==> src/rtl/cpu_datapath_if.sv <==
// Control word, instruction/data inputs and decode/status outputs exchanged
// between the instruction controller (master) and the datapath (slave).
interface cpu_datapath_if;
    logic        load_ir;
    logic [15:0] in;
    logic [15:0] mdata;
    logic [7:0]  pc;
    logic [2:0]  nsel;
    logic [3:0]  vsel;
    logic        write;
    logic        loada;
    logic        loadb;
    logic        loadc;
    logic        loads;
    logic        asel;
    logic        bsel;
    logic [2:0]  opcode;
    logic [1:0]  op;
    logic [15:0] datapath_out;
    logic        Z;
    logic        N;
    logic        V;

    modport master (
        output load_ir, in, mdata, pc, nsel, vsel, write,
               loada, loadb, loadc, loads, asel, bsel,
        input  opcode, op, datapath_out, Z, N, V
    );

    modport slave (
        input  load_ir, in, mdata, pc, nsel, vsel, write,
               loada, loadb, loadc, loads, asel, bsel,
        output opcode, op, datapath_out, Z, N, V
    );
endinterface

==> src/rtl/cpu_datapath.sv <==
// Lab CPU datapath: instruction register, 8x16 register file, A/B/C operand
// registers, shifter, ALU and Z/N/V status, driven by a per-cycle control word.
module cpu_datapath (
    input  logic           clk,
    input  logic           reset,
    cpu_datapath_if.slave  dp
);
    logic [15:0] ir;
    logic [15:0] regs [8];
    logic [15:0] a, b, c;
    logic        z, n, v;

    logic [2:0]  idx;
    logic [15:0] rdata, wdata;
    logic [15:0] sximm8, sximm5;
    logic [15:0] shout, ain, bin, result;
    logic        ovf;

    assign sximm8 = {{8{ir[7]}}, ir[7:0]};
    assign sximm5 = {{11{ir[4]}}, ir[4:0]};

    // One register index serves both the read port and the write port.
    always_comb begin
        idx = 3'd0;
        case (dp.nsel)
            3'b100:  idx = ir[10:8];
            3'b010:  idx = ir[7:5];
            3'b001:  idx = ir[2:0];
            default: idx = 3'd0;
        endcase
    end

    assign rdata = regs[idx];

    always_comb begin
        wdata = 16'd0;
        case (dp.vsel)
            4'b1000: wdata = dp.mdata;
            4'b0100: wdata = sximm8;
            4'b0010: wdata = {8'd0, dp.pc};
            4'b0001: wdata = c;
            default: wdata = 16'd0;
        endcase
    end

    always_comb begin
        shout = b;
        case (ir[4:3])
            2'b00: shout = b;
            2'b01: shout = {b[14:0], 1'b0};
            2'b10: shout = {1'b0, b[15:1]};
            2'b11: shout = {b[15], b[15:1]};
        endcase
    end

    // Overflow: operands of equal effective sign giving a result of the other sign.
    always_comb begin
        ain    = dp.asel ? 16'd0 : a;
        bin    = dp.bsel ? sximm5 : shout;
        result = 16'd0;
        ovf    = 1'b0;
        case (ir[12:11])
            2'b00: begin
                result = ain + bin;
                ovf    = (ain[15] == bin[15]) && (result[15] != ain[15]);
            end
            2'b01: begin
                result = ain - bin;
                ovf    = (ain[15] != bin[15]) && (result[15] != ain[15]);
            end
            2'b10: result = ain & bin;
            2'b11: result = ~bin;
        endcase
    end

    always_ff @(posedge clk) begin
        if (reset) begin
            for (int i = 0; i < 8; i++) regs[i] <= 16'd0;
        end else if (dp.write) begin
            regs[idx] <= wdata;
        end
    end

    always_ff @(posedge clk) begin
        if (reset) begin
            ir <= 16'd0;
            a  <= 16'd0;
            b  <= 16'd0;
            c  <= 16'd0;
            z  <= 1'b0;
            n  <= 1'b0;
            v  <= 1'b0;
        end else begin
            if (dp.load_ir) ir <= dp.in;
            if (dp.loada)   a  <= rdata;
            if (dp.loadb)   b  <= rdata;
            if (dp.loadc)   c  <= result;
            if (dp.loads) begin
                z <= (result == 16'd0);
                n <= result[15];
                v <= ovf;
            end
        end
    end

    assign dp.opcode       = ir[15:13];
    assign dp.op           = ir[12:11];
    assign dp.datapath_out = c;
    assign dp.Z            = z;
    assign dp.N            = n;
    assign dp.V            = v;
endmodule
==> src/flat_wrapper.sv <==
// flat-port wrapper written by rule: the top's interface ports become plain ports
module cpu_datapath_flat 
  (clk, reset, dp_load_ir, dp_in, dp_mdata, dp_pc, dp_nsel, dp_vsel, dp_write, dp_loada, dp_loadb, dp_loadc, dp_loads, dp_asel, dp_bsel, dp_opcode, dp_op, dp_datapath_out, dp_Z, dp_N, dp_V);
  cpu_datapath_if dp_i ();
  input  logic clk;
  input  logic reset;
  input wire logic [$bits(dp_i.load_ir)-1:0] dp_load_ir;
  input wire logic [$bits(dp_i.in)-1:0] dp_in;
  input wire logic [$bits(dp_i.mdata)-1:0] dp_mdata;
  input wire logic [$bits(dp_i.pc)-1:0] dp_pc;
  input wire logic [$bits(dp_i.nsel)-1:0] dp_nsel;
  input wire logic [$bits(dp_i.vsel)-1:0] dp_vsel;
  input wire logic [$bits(dp_i.write)-1:0] dp_write;
  input wire logic [$bits(dp_i.loada)-1:0] dp_loada;
  input wire logic [$bits(dp_i.loadb)-1:0] dp_loadb;
  input wire logic [$bits(dp_i.loadc)-1:0] dp_loadc;
  input wire logic [$bits(dp_i.loads)-1:0] dp_loads;
  input wire logic [$bits(dp_i.asel)-1:0] dp_asel;
  input wire logic [$bits(dp_i.bsel)-1:0] dp_bsel;
  output wire logic [$bits(dp_i.opcode)-1:0] dp_opcode;
  output wire logic [$bits(dp_i.op)-1:0] dp_op;
  output wire logic [$bits(dp_i.datapath_out)-1:0] dp_datapath_out;
  output wire logic [$bits(dp_i.Z)-1:0] dp_Z;
  output wire logic [$bits(dp_i.N)-1:0] dp_N;
  output wire logic [$bits(dp_i.V)-1:0] dp_V;
  assign dp_i.load_ir = dp_load_ir;
  assign dp_i.in = dp_in;
  assign dp_i.mdata = dp_mdata;
  assign dp_i.pc = dp_pc;
  assign dp_i.nsel = dp_nsel;
  assign dp_i.vsel = dp_vsel;
  assign dp_i.write = dp_write;
  assign dp_i.loada = dp_loada;
  assign dp_i.loadb = dp_loadb;
  assign dp_i.loadc = dp_loadc;
  assign dp_i.loads = dp_loads;
  assign dp_i.asel = dp_asel;
  assign dp_i.bsel = dp_bsel;
  assign dp_opcode = dp_i.opcode;
  assign dp_op = dp_i.op;
  assign dp_datapath_out = dp_i.datapath_out;
  assign dp_Z = dp_i.Z;
  assign dp_N = dp_i.N;
  assign dp_V = dp_i.V;
  cpu_datapath u_core (.clk(clk), .reset(reset), .dp(dp_i));
endmodule
==> config.mk <==
export PLATFORM = sky130hd
export DESIGN_NAME = cpu_datapath_flat
export DESIGN_NICKNAME = d
export VERILOG_FILES = /design/src/rtl/cpu_datapath_if.sv /design/src/rtl/cpu_datapath.sv /design/src/flat_wrapper.sv
export SDC_FILE = /design/constraint.sdc
export NUM_CORES = 1
export LEC_CHECK = 0
export ABC_AREA = 0
export BUFFER_PORTS_ARGS = -buffer_cell sky130_fd_sc_hd__buf_2
export CORE_ASPECT_RATIO = 0.8
export CORE_UTILIZATION = 60
export CTS_BUF_LIST = sky130_fd_sc_hd__clkbuf_8 sky130_fd_sc_hd__clkbuf_16
export DETAILED_ROUTE_END_ITERATION = 6
export PLACE_DENSITY = 0.85
export SLEW_MARGIN = 20
export SYNTH_ARGS = -nofsm -noshare
export SYNTH_HDL_FRONTEND = slang
export SYNTH_SLANG_ARGS = --single-unit
==> constraint.sdc <==
create_clock -name clk -period 9.4 [get_ports clk]
set_input_delay 1.41 -clock clk [delete_from_list [all_inputs] [get_ports clk]]
set_output_delay 1.41 -clock clk [all_outputs]
set_load 0.1 [all_outputs]
# Word-level counts from Yosys, hierarchy flattened

Memories as Yosys holds them, arrays and structs flattened.
Cells that the tools add are included.

Flip-flop bits (word level): 67
Memory bits (writable): 128
Input bits: 57
Output and inout port bits: 24
Word-level logic and storage cells: 50
Memories kept: 1

$add $sub $neg: 2
Eq/ne operators: 17
Multiplexer cells: 15
Bitwise gates (word level): 2
Reductions and logical operators: 6

Memories:

| memory      | depth | bits a word | read ports | clocked after Yosys merged registers in | wr ports | RTL line          | RTL |
|---|---|---|---|---|---|---|---|
| u_core.regs | 8     | 16          | 1          | 0                                       | 8        | cpu_datapath.sv:9 | `logic [15:0] regs [8];` |

Operators by type and width:

| cell                                                 | count |
|---|---|
| case mux 16 bit (4 select lines)                     | 3 |
| 2-to-1 mux 16 bit                                    | 3 |
| adder 16 bit                                         | 1 |
| bitwise AND 16 bit                                   | 1 |
| zero test 16 bit                                     | 1 |
| NOT 16 bit                                           | 1 |
| OR reduction 16 bit                                  | 1 |
| subtractor 16 bit                                    | 1 |
| case mux 3 bit (3 select lines)                      | 1 |
| equality test 2 bit (second input constant)          | 4 |
| 2-to-1 mux 1 bit                                     | 6 |
| equality test 2 x 1 -> 1 bit (second input constant) | 2 |
| equality test 4 x 1 -> 1 bit (second input constant) | 1 |
| equality test 4 x 2 -> 1 bit (second input constant) | 1 |
| equality test 4 x 3 -> 1 bit (second input constant) | 1 |
| equality test 4 bit (second input constant)          | 1 |
| zero test 2 bit                                      | 2 |
| equality test 3 x 1 -> 1 bit (second input constant) | 1 |
| equality test 3 x 2 -> 1 bit (second input constant) | 1 |
| equality test 3 bit (second input constant)          | 1 |
| 2-to-1 mux 3 bit                                     | 1 |
| inequality test 1 bit                                | 3 |
| logical AND 1 bit                                    | 2 |
| case mux 1 bit (2 select lines)                      | 1 |
| equality test 1 bit                                  | 1 |

# Depth between registers and ports, before layout

Gate-level depths: netlist (run 1).

Word-level depth: 7
Gate-level depth with buffers: 18

# Worst setup path after synthesis (run 1)

No wires, ideal clock.

Path kind: input port to flip-flop
Start: in dp_bsel
End: reg u_core.c[15], in the netlist u_core.dp.datapath_out[15]
Setup time: 0.067 ns
Arrival time: 4.380 ns
Data required time: 9.333 ns
Setup slack: 4.953 ns
Cell stages on the path: 17
Buffers on the path: 3
Cell sequence: buf_2 > or2_2 > clkbuf_1 > o21a_1 > inv_1 > ha_1 > clkbuf_1 > nand2b_1 > a211oi_1 > a31oi_1 > a221oi_1 > o31ai_1 > a41oi_1 > mux2i_1 > o211a_1 > mux2i_1 > nor2_1

Cells in the longest elaborated chain, start to end: 3
Elaborated cells on any way between the ends: 6

RTL lines:

| element                                         | RTL line           | RTL |
|---|---|---|
| from (decl)                                     | flat_wrapper.sv:19 | `input wire logic [$bits(dp_i.bsel)-1:0] dp_bsel;` |
| 2-to-1 mux 16 bit *                             | cpu_datapath.sv:59 | `bin = dp.bsel ? sximm5 : shout;` |
| subtractor 16 bit, or another cell as far along | cpu_datapath.sv:68 | `result = ain - bin;` |
| case mux 16 bit (4 select lines) *              | cpu_datapath.sv:62 | `case (ir[12:11])` |
| to (signal assigned)                            | cpu_datapath.sv:97 | `if (dp.loadc) c <= result;` |
| to (decl)                                       | cpu_datapath.sv:10 | `logic [15:0] a, b, c;` |

Every way passes the cells marked *; elsewhere a longest branch is shown, timed or not.
A chain may end at the register's enable or synchronous reset.

# Worst setup path in the final report (run 1)

Start: in dp_bsel
End: reg u_core.n, in the netlist u_core.dp.N

Cells in the longest elaborated chain, start to end: 3
Elaborated cells on any way between the ends: 6

RTL lines:

| element                                         | RTL line            | RTL |
|---|---|---|
| 2-to-1 mux 16 bit *                             | cpu_datapath.sv:59  |  |
| subtractor 16 bit, or another cell as far along | cpu_datapath.sv:68  |  |
| case mux 16 bit (4 select lines) *              | cpu_datapath.sv:62  |  |
| to (signal assigned)                            | cpu_datapath.sv:100 | `n <= result[15];` |
| to (decl)                                       | cpu_datapath.sv:11  | `logic z, n, v;` |

Marked as above.

==> results of run 1 <==
-- Yosys cell counts, types with 3 or more instances --
cell type,number,area share (%)
and3_1,19,1.1
ha_1,35,4.1
buf_4,7,0.49
o31ai_1,5,0.35
a21oi_1,25,1.2
inv_1,33,1.2
o21ai_0,45,2.1
xnor2_1,12,0.98
a211oi_1,40,2.8
nand3_1,42,2.0
mux4_2,5,1.0
clkbuf_1,63,2.2
edfxtp_1,128,36
buf_1,6,0.21
nor3_1,5,0.23
or2_2,3,0.17
nand2_1,151,5.3
nor2b_1,25,1.5
a21o_1,4,0.28
a22o_1,10,0.82
a221oi_1,21,1.7
nand2b_1,20,1.2
nor4b_1,5,0.41
o21a_1,6,0.42
nor3b_1,3,0.21
xor2_1,5,0.41
dfxtp_1,67,13
a31oi_1,23,1.3
a311oi_1,18,1.5
mux2i_1,50,4.7
nor2_1,234,8.2
a22oi_1,6,0.42
-- tightest hold or removal path, cell delays in order (launching register included) --
cell and delay [ps]:
dfxtp_1 310, nor2_1 80, a211oi_1 50
-- cells by family (layout without fill, tap and decap cells) --
group / Yosys count / after routing / synth area share (%)
compound gates: 225 / 225 / 14.8
simple gates: 517 / 517 / 21.0
mux: 57 / 57 / 5.93
flops: 195 / 195 / 48.3
xor+xnor: 17 / 17 / 1.39
fa+ha+maj: 36 / 36 / 4.27
buf+inv: 113 / 175 / 4.22
-- per-stage QoR --
step / std cells / power, mW / hold slack (ps) / worst slack [ps] / utilization, %
finish: 1447 / 2.17 / 483 / 4510 / 68.7
global route: 1447 / 2.24 / 511 / 4060 / 68.7
CTS: 1445 / 2.16 / 489 / 4590 / 68.6
detailed placement: 1413 / 1.39 / 477 / 4190 / 64.9
global placement: 1412 / 1.38 / 468 / 4280 / 64.9
floorplan: 1160 / 1.29 / 459 / 4950 / -
-- worst paths after layout --
check | start | to | slack [ps] | depth (start not counted)
min | u_core.a[13]$_SDFFE_PP0P_ | u_core.a[13]$_SDFFE_PP0P_ | 480 | 2
min reg2reg | u_core.a[13]$_SDFFE_PP0P_ | u_core.a[13]$_SDFFE_PP0P_ | 480 | 2
max | dp_bsel | u_core.dp.N$_SDFFE_PP0P_ | 4510 | 15
max reg2reg | u_core.ir[3]$_SDFFE_PP0P_ | u_core.dp.Z$_SDFFE_PP0P_ | 4640 | 15
-- cell usage in the layout, fill, tap and decap left out, drive strengths merged, types with 21 or more instances in the layout --
| master | instances |
|---|---|
| edfxtp | 128 |
| nor2 | 234 |
| o21ai | 46 |
| inv | 41 |
| a21oi | 25 |
| nand3 | 42 |
| a221oi | 22 |
| dfxtp | 67 |
| a31oi | 23 |
| clkbuf | 21 |
| nor2b | 25 |
| mux2i | 50 |
| nand2 | 151 |
| buf | 108 |
| a211oi | 40 |
| ha | 35 |
-- final cells by class --
| type | count | area (µm²) |
|---|---|---|
| Sequential cell | 195 | 5180 |
| Multi-Input combinational cell | 852 | 5130 |
| Tap cell | 225 | 282 |
| Inverter | 35 | 131 |
| Clock buffer | 21 | 526 |
| Clock inverter | 11 | 121 |
| Timing Repair Buffer | 108 | 603 |
| Fill cell | 1265 | 5450 |
-- metal layers --
layer,global-route usage [%],up-vias
li1,-,4229
met1,46.6,4377
met2,50.9,670
met3,6.93,85
met4,12.5,0
met5,0,-
-- state kept, by name (all words and copies together), names as in the netlist --
register and flops:
u_core.dp.N 1, u_core.b 16, u_core.dp.datapath_out 16, u_core.ir 16
u_core.dp.Z 1, u_core.dp.V 1, u_core.regs 128, u_core.a 16
-- power groups by stage --
stage	clock network [mW]	logic, mW	registers (mW)
4_1_cts	0.782	0.389	0.988
2_1_floorplan	0	0.244	1.04
5_1_grt	0.818	0.425	0.992
6_report	0.787	0.397	0.989
3_3_place_gp	0	0.375	1.00
3_5_place_dp	0	0.384	1.01
==> impl_metrics.json, run 1 <==
{
  "outcome": "finished clean",
  "drive_gt1_share_pct": 13.4,
  "dr_wl_met3_mm": 3.10,
  "num_rows": 43,
  "cts_tree": "done",
  "drc": 0,
  "grt_max_degree": 68,
  "worstSetupPathType": "primary input to register",
  "critPathRequiredTime_ps": 9770,
  "max_freq_mhz": 204,
  "dp.final_hpwl_mm": 19.5,
  "final_nets": 1302,
  "yosysSeqAreaShare_pct": 48.3,
  "synth_nets": 1253,
  "vias": 9361,
  "power_frac_seq_pct": 45.5,
  "io_buffer_count": 80,
  "crit_path_start_kind": "primary input",
  "clk_pin_slew_ps": 70,
  "final_area_um2": 12000,
  "antenna_found_initial": 0,
  "maxCapViolCount": 0,
  "place_congestion": 0.944,
  "yosysWarningCount": 0,
  "path_delay_family": "compound AO/OA/AOI/OAI gates",
  "synthFlopType": "edfxtp_1",
  "switching_share_pct": 29.1,
  "num_antenna_cells": 0,
  "min_period_ps": 4890,
  "grt.overflow.total": 0,
  "worst_path_max_delay_cell": "o311ai_0",
  "ys_types": 61,
  "cp_cell_sequence": "buf_2 -> nor2_1 -> a221oi_4 -> inv_2 -> ha_1 -> nor2b_1 -> o311ai_0 -> a31oi_1 -> a221oi_1 -> o31ai_1 -> a41oi_1 -> mux2i_1 -> o211a_1 -> mux2i_1 -> nor2_1",
  "wl_met1_mm": 11.9,
  "internal-power_mw": 1.54,
  "wl_met2_mm": 13.2,
  "synth.avg_cell_area_um2": 9.25,
  "synth.cell_area_um2": 10700,
  "ant_nets": 0,
  "viasPerCell": 6.47,
  "core-area_um2": 17400,
  "power.leakage_nw": 4.64,
  "cts_sinks": 195,
  "p_switching_uw": 632,
  "drt_iter0_markers": 1365,
  "postCtsSetupRepairBufs": 0,
  "rsz0062_at_grt": "false",
  "worst_ep_arrival_time_ps": 5270,
  "die-width_um": 151,
  "boundaryPins": 81,
  "dpl_cell_area_um2": 11300,
  "cts_buffers": 17,
  "path_buf_inv": 2,
  "htree_levels": 4,
  "power_density_nw_per_um2": 181,
  "avgRoutedWirePerCell_um": 20.3,
  "ys_ff_latch": 195,
  "hold_buffers": 0,
  "setup.worst_path.end_class": "register",
  "routed_wl_mm": 29.4,
  "die_area_um2": 18400,
  "vdd_drop_max_v": 0.000155,
  "synthArstFlopShare_pct": 0,
  "synth_edf_count": 128,
  "tns_ps": 0,
  "fin_worst_skew_ps": 12.6,
  "cts_resized": 0,
  "tightest_slew_ps": 1060,
  "worstSkewPairLatency_ps": 440,
  "topRoutingLayerUsed": "met4",
  "setup_viol_count_final": 0,
  "grt_pass1_vias": 8662,
  "die_h_um": 122,
  "grt_pass1_wl_mm": 46.2,
  "slew_violations": 0,
  "syn2layout_area_growth_pct": 11.7,
  "comb_power_share_pct": 18.3,
  "drtPass1Iterations": 5,
  "hp-class": "register to register",
  "hold_viol": 0,
  "crit_fanout": 21,
  "root_buffer": "clkbuf_16",
  "slew_headroom_pct": 29.5,
  "pwr-share-clk_pct": 36.2,
  "syn_inst": 1160,
  "fin_crit_sh_pct": 52.0,
  "start_util_pct": 61.5,
  "track_usage_pct": 33.2,
  "cpPeakStageDelay_ps": 540,
  "cts_buffer_depth": 2
}
Note: power is estimated with default switching activity, not from simulation.
==> run 2, diff against run 1 <==
Clock period 9.4 ns to 4.6 ns, I/O delays scaled along.
==> run 2 against run 1 <==
Core utilization about the same. Combinational power up 110%. Routed wire length about the same. Worst hold slack better by 8.0 ps. Sequential share of layout area about the same. Critical path depth down 4. Register-to-register slack worse by 4200 ps. Global-route usage about the same. Die area unchanged. First-iteration DRC count down 13%.
==> impl_metrics.json, run 2 (synthesized netlist as in run 1, its figures left out) <==
{
  "num_rows": 43,
  "crit_fanout": 6,
  "slew_headroom_pct": 30.3,
  "grt_max_degree": 60,
  "min_period_ps": 4180,
  "ant_nets": 0,
  "dpl_cell_area_um2": 11400,
  "worstSkewPairLatency_ps": 440,
  "drtPass1Iterations": 6,
  "grt_pass1_vias": 8495,
  "die_h_um": 122,
  "setup_viol_count_final": 0,
  "start_util_pct": 61.5,
  "worst_ep_arrival_time_ps": 4540,
  "htree_levels": 4,
  "crit_path_start_kind": "register",
  "hp-class": "register to register",
  "min_to": "u_core.a[12]$_SDFFE_PP0P_",
  "r2r_end": "u_core.dp.Z$_SDFFE_PP0P_",
  "power_mw": 4.35,
  "syn2layout_area_growth_pct": 11.8,
  "tightest_slew_ps": 1050,
  "core-area_um2": 17400,
  "clk_pin_slew_ps": 70,
  "max_freq_mhz": 240,
  "grt_pass1_wl_mm": 45.7,
  "drc": 0,
  "viasPerCell": 6.41,
  "worstSetupPathType": "register to register",
  "reg2reg_slack_ps": 420,
  "fin_worst_skew_ps": 8.45,
  "dp.final_hpwl_mm": 19.8,
  "hold_ws_ps": 491,
  "cts_resized": 0,
  "startpoint": "u_core.ir[3]$_SDFFE_PP0P_",
  "track_usage_pct": 33.2,
  "r2r_start": "u_core.ir[3]$_SDFFE_PP0P_",
  "final_cell_mix": "nor2_1, nand2_1, edfxtp_1, buf_2, dfxtp_1",
  "setup.worst_path.end_class": "register",
  "final_common_cell": "nor2_1",
  "cts_tree": "done",
  "tns_ps": 0,
  "grt.overflow.total": 0,
  "drive_gt1_share_pct": 13.9,
  "outcome": "finished clean",
  "cts_sinks": 195,
  "vdd_drop_max_v": 0.000291,
  "die-width_um": 151,
  "num_antenna_cells": 0,
  "regMostFlops": "u_core.regs",
  "cts_buffer_depth": 2,
  "holdPathStages": 2,
  "fin_crit_sh_pct": 90.8,
  "critPathRequiredTime_ps": 4960,
  "avgRoutedWirePerCell_um": 20.2,
  "place_congestion": 0.957,
  "maxCapViolCount": 0,
  "hold_viol": 0,
  "routed_wl_mm": 29.4,
  "root_buffer": "clkbuf_16",
  "min-delay-start": "u_core.a[12]$_SDFFE_PP0P_",
  "postCtsSetupRepairBufs": 0,
  "rr_worst_depth": 11,
  "power.leakage_nw": 4.65,
  "hold_buffers": 0,
  "rsz0062_at_grt": "false",
  "final_area_um2": 12000,
  "final_nets": 1313,
  "boundaryPins": 81,
  "drt_iter0_markers": 1189,
  "die_area_um2": 18400,
  "vias": 9348,
  "largest_register_ffs": 128,
  "io_buffer_count": 80,
  "slew_violations": 0,
  "cts_buffers": 17,
  "power_density_nw_per_um2": 363,
  "antenna_found_initial": 1
}
## run 2: power breakdown
group | leakage (nW) | switching [mW] | internal, mW | total [mW]
logic | 2.48 | 0.553 | 0.266 | 0.820
clock network | 0.299 | 0.661 | 0.852 | 1.51
registers | 1.87 | 0.0645 | 1.95 | 2.02
total | 4.65 | 1.28 | 3.07 | 4.35
## run 2: worst max path at each step
stage	end	slack [ps]	cells after the start
finish	u_core.dp.Z$_SDFFE_PP0P_	420	11
global route	u_core.dp.Z$_SDFFE_PP0P_	190	15
CTS	u_core.dp.Z$_SDFFE_PP0P_	500	11
detailed placement	u_core.dp.Z$_SDFFE_PP0P_	370	13
global placement	u_core.dp.Z$_SDFFE_PP0P_	460	13
floorplan	u_core.dp.datapath_out[15]$_SDFFE_PP0P_	870	17
## run 2: through the flow
stage                     instances  setup WS (ps)  utilization [%]
final                          1458            425             68.8
after CTS                      1451            500             68.6
after global routing           1458            187             68.8
after floorplan                1160            873                -
after detailed placement       1419            369             65.2
after global placement         1418            461             65.1
## run 2: critical path, stage by stage, from the launching register on
cell	delay [ps]
dfxtp_1	370
or3b_2	490
a31oi_1	280
ha_1	230
inv_1	70
fa_1	460
mux4_2	480
or4b_1	500
nor4b_1	510
nor4b_2	340
nand4b_1	150
o31ai_2	210
## run 2: layout make-up
type                            count  area, µm²
Inverter                           35        131
Clock inverter                     15        164
Fill cell                        1300       5440
Tap cell                          225        282
Multi-Input combinational cell    852       5130
Sequential cell                   195       5180
Timing Repair Buffer              119        673
Clock buffer                       17        425
## run 2: routing by layer
| metal | up-vias | wire, µm | track usage, % |
|---|---|---|---|
| li1 | 4267 | - | - |
| met1 | 4350 | 11900 | 46.8 |
| met2 | 631 | 12900 | 49.1 |
| met3 | 98 | 3090 | 6.55 |
| met4 | 2 | 1500 | 16.0 |
| met5 | - | 11 | 0 |
==> run 3, diff against run 2 <==
Settings changed: CORE_UTILIZATION 60 to 25, PLACE_DENSITY 0.85 to 0.45.
==> run 3 against run 2 <==
The run now ends with design-rule violations left. Sequential share of layout area is 1.9 points lower. Critical path depth is 2 higher. Die area is 140% higher. Cell area is 4.5% higher. Clock skew is 3.3 ps higher. Critical endpoint unchanged. Via count is 4.6% lower. Worst setup slack worse by 110 ps. Routed wire length is 16% higher. Worst hold slack worse by 17 ps. First-iteration DRC count is 41% lower.
==> impl_metrics.json, run 3 (synthesized netlist as in run 1, its figures left out) <==
{
  "outcome": "finished with violations",
  "violations": "design-rule violations",
  "power_mw": 4.43,
  "grt_pass1_wl_mm": 52.8,
  "vias": 8918,
  "fin_util_pct": 29.8,
  "path_buf_inv": 3,
  "maxCapViolCount": 0,
  "drt_iter0_markers": 706,
  "n_fill_cell": 4448,
  "die-width_um": 234,
  "grt.overflow.total": 0,
  "rsz0062_at_grt": "false",
  "power_density_nw_per_um2": 353,
  "drc": 4,
  "min_period_ps": 4290,
  "cp_cell_sequence": "buf_4 -> nor2_1 -> a221oi_4 -> inv_2 -> ha_1 -> inv_1 -> ha_1 -> mux4_2 -> or4b_1 -> nor4b_1 -> nor4b_2 -> nand4b_1 -> o31ai_2",
  "rr_worst_depth": 13,
  "slew_violations": 0,
  "cts_buffers": 17,
  "min-delay-start": "dp_in[15]",
  "dp.final_hpwl_mm": 24.4,
  "holdPathStages": 3,
  "ant_nets": 0,
  "routed_wl_mm": 34.2,
  "max_freq_mhz": 233,
  "cts_sinks": 195,
  "final_cell_mix": "nor2_1, nand2_1, edfxtp_1, buf_2, dfxtp_1",
  "tightest_slew_ps": 1100,
  "fin_crit_sh_pct": 93.2,
  "hold_viol": 0,
  "final_common_cell": "nor2_1",
  "cp_common_cell": "ha_1",
  "hold_ws_ps": 474,
  "fin_worst_skew_ps": 11.8,
  "largest_register_ffs": 128,
  "vdd_drop_max_v": 0.000258,
  "hp-class": "primary input to register",
  "crit_path_start_kind": "register",
  "worstSkewPairLatency_ps": 440,
  "drtPass1Iterations": 7,
  "core-area_um2": 42100,
  "worst_ep_arrival_time_ps": 4650,
  "clk_pin_slew_ps": 80,
  "die_h_um": 187,
  "regMostFlops": "u_core.regs",
  "worst_path_max_delay_cell": "nor4b_1",
  "grt_pass1_vias": 8679,
  "die_area_um2": 43700,
  "multiInputGateArea_um2": 5140,
  "tns_ps": 0,
  "setup_viol_count_final": 0,
  "cpPeakStageDelay_ps": 560,
  "final_nets": 1321,
  "boundaryPins": 81,
  "grt_max_degree": 54,
  "hold_buffers": 0,
  "start_util_pct": 25.5,
  "track_usage_pct": 15.9,
  "setup.worst_path.end_class": "register",
  "r2r_start": "u_core.ir[4]$_SDFFE_PP0P_",
  "io_buffer_count": 80,
  "avgRoutedWirePerCell_um": 19.1,
  "cts_buffer_depth": 2,
  "r2r_end": "u_core.dp.Z$_SDFFE_PP0P_",
  "path_delay_family": "simple AND/OR/NAND/NOR gates",
  "cts_tree": "done",
  "num_antenna_cells": 0,
  "drive_gt1_share_pct": 14.9,
  "num_rows": 67,
  "antenna_found_initial": 1,
  "critPathRequiredTime_ps": 4960,
  "worstSetupPathType": "register to register",
  "syn2layout_area_growth_pct": 16.8,
  "seq_area_um2": 5180,
  "power.leakage_nw": 4.69,
  "min_to": "u_core.ir[15]$_SDFFE_PP0P_",
  "reg2reg_slack_ps": 310,
  "crit_fanout": 21,
  "slew_headroom_pct": 26.2,
  "place_congestion": 0.870,
  "root_buffer": "clkbuf_16",
  "viasPerCell": 4.97,
  "htree_levels": 4
}
[run 3: layer usage]
| metal | GRT usage (%) | up-vias | routed length (µm) |
|---|---|---|---|
| met5 | 0 | - | 0 |
| met4 | 4.27 | 0 | 578 |
| met3 | 2.23 | 23 | 1640 |
| met2 | 23.2 | 277 | 14700 |
| met1 | 24.1 | 4351 | 17300 |
| li1 | - | 4267 | - |
[run 3: worst max-delay path by stage]
stage / startpoint / depth (start not counted) / end
floorplan: dp_bsel / 17 / u_core.dp.datapath_out[15]$_SDFFE_PP0P_
global placement: dp_bsel / 13 / u_core.dp.Z$_SDFFE_PP0P_
detailed placement: dp_bsel / 15 / u_core.dp.V$_SDFFE_PP0P_
CTS: u_core.ir[3]$_SDFFE_PP0P_ / 13 / u_core.dp.Z$_SDFFE_PP0P_
global route: u_core.ir[4]$_SDFFE_PP0P_ / 13 / u_core.dp.Z$_SDFFE_PP0P_
finish: u_core.ir[4]$_SDFFE_PP0P_ / 13 / u_core.dp.Z$_SDFFE_PP0P_
[run 3: cell type report]
| cell class | count | area share [%] |
|---|---|---|
| clock inverters | 15 | 1.38 |
| clock buffers | 17 | 3.40 |
| inverters | 35 | 1.05 |
| flip-flops and latches | 195 | 41.4 |
| repair buffers | 127 | 6.21 |
| multi-input cells | 852 | 41.1 |
| well taps | 552 | 5.51 |
[run 3: worst reg2reg max path: stages (launching register included)]
cell and delay [ps]:
dfxtp_1 430, buf_4 280, nor2_1 130, a221oi_4 370, inv_2 130, ha_1 320
inv_1 100, ha_1 230, mux4_2 460, or4b_1 500, nor4b_1 560, nor4b_2 320
nand4b_1 160, o31ai_2 220
[run 3: stage by stage]
step	area (µm²)	setup slack, ps	std cells
floorplan	10700	873	1160
global placement	11900	387	1756
detailed placement	11900	278	1759
CTS	12500	408	1791
global route	12500	28.4	1793
finish	12500	311	1793
[run 3: timing repair]
item / 4_1_cts / 5_1_grt
setup endpoints to repair: 0 / 1
resized for setup: 0 / 1
setup buffers: 0 / 0
[run 3: report_power, final]
group          internal (mW)  switching [mW]
clock                  0.818           0.741
sequential              1.95          0.0658
combinational          0.279           0.572
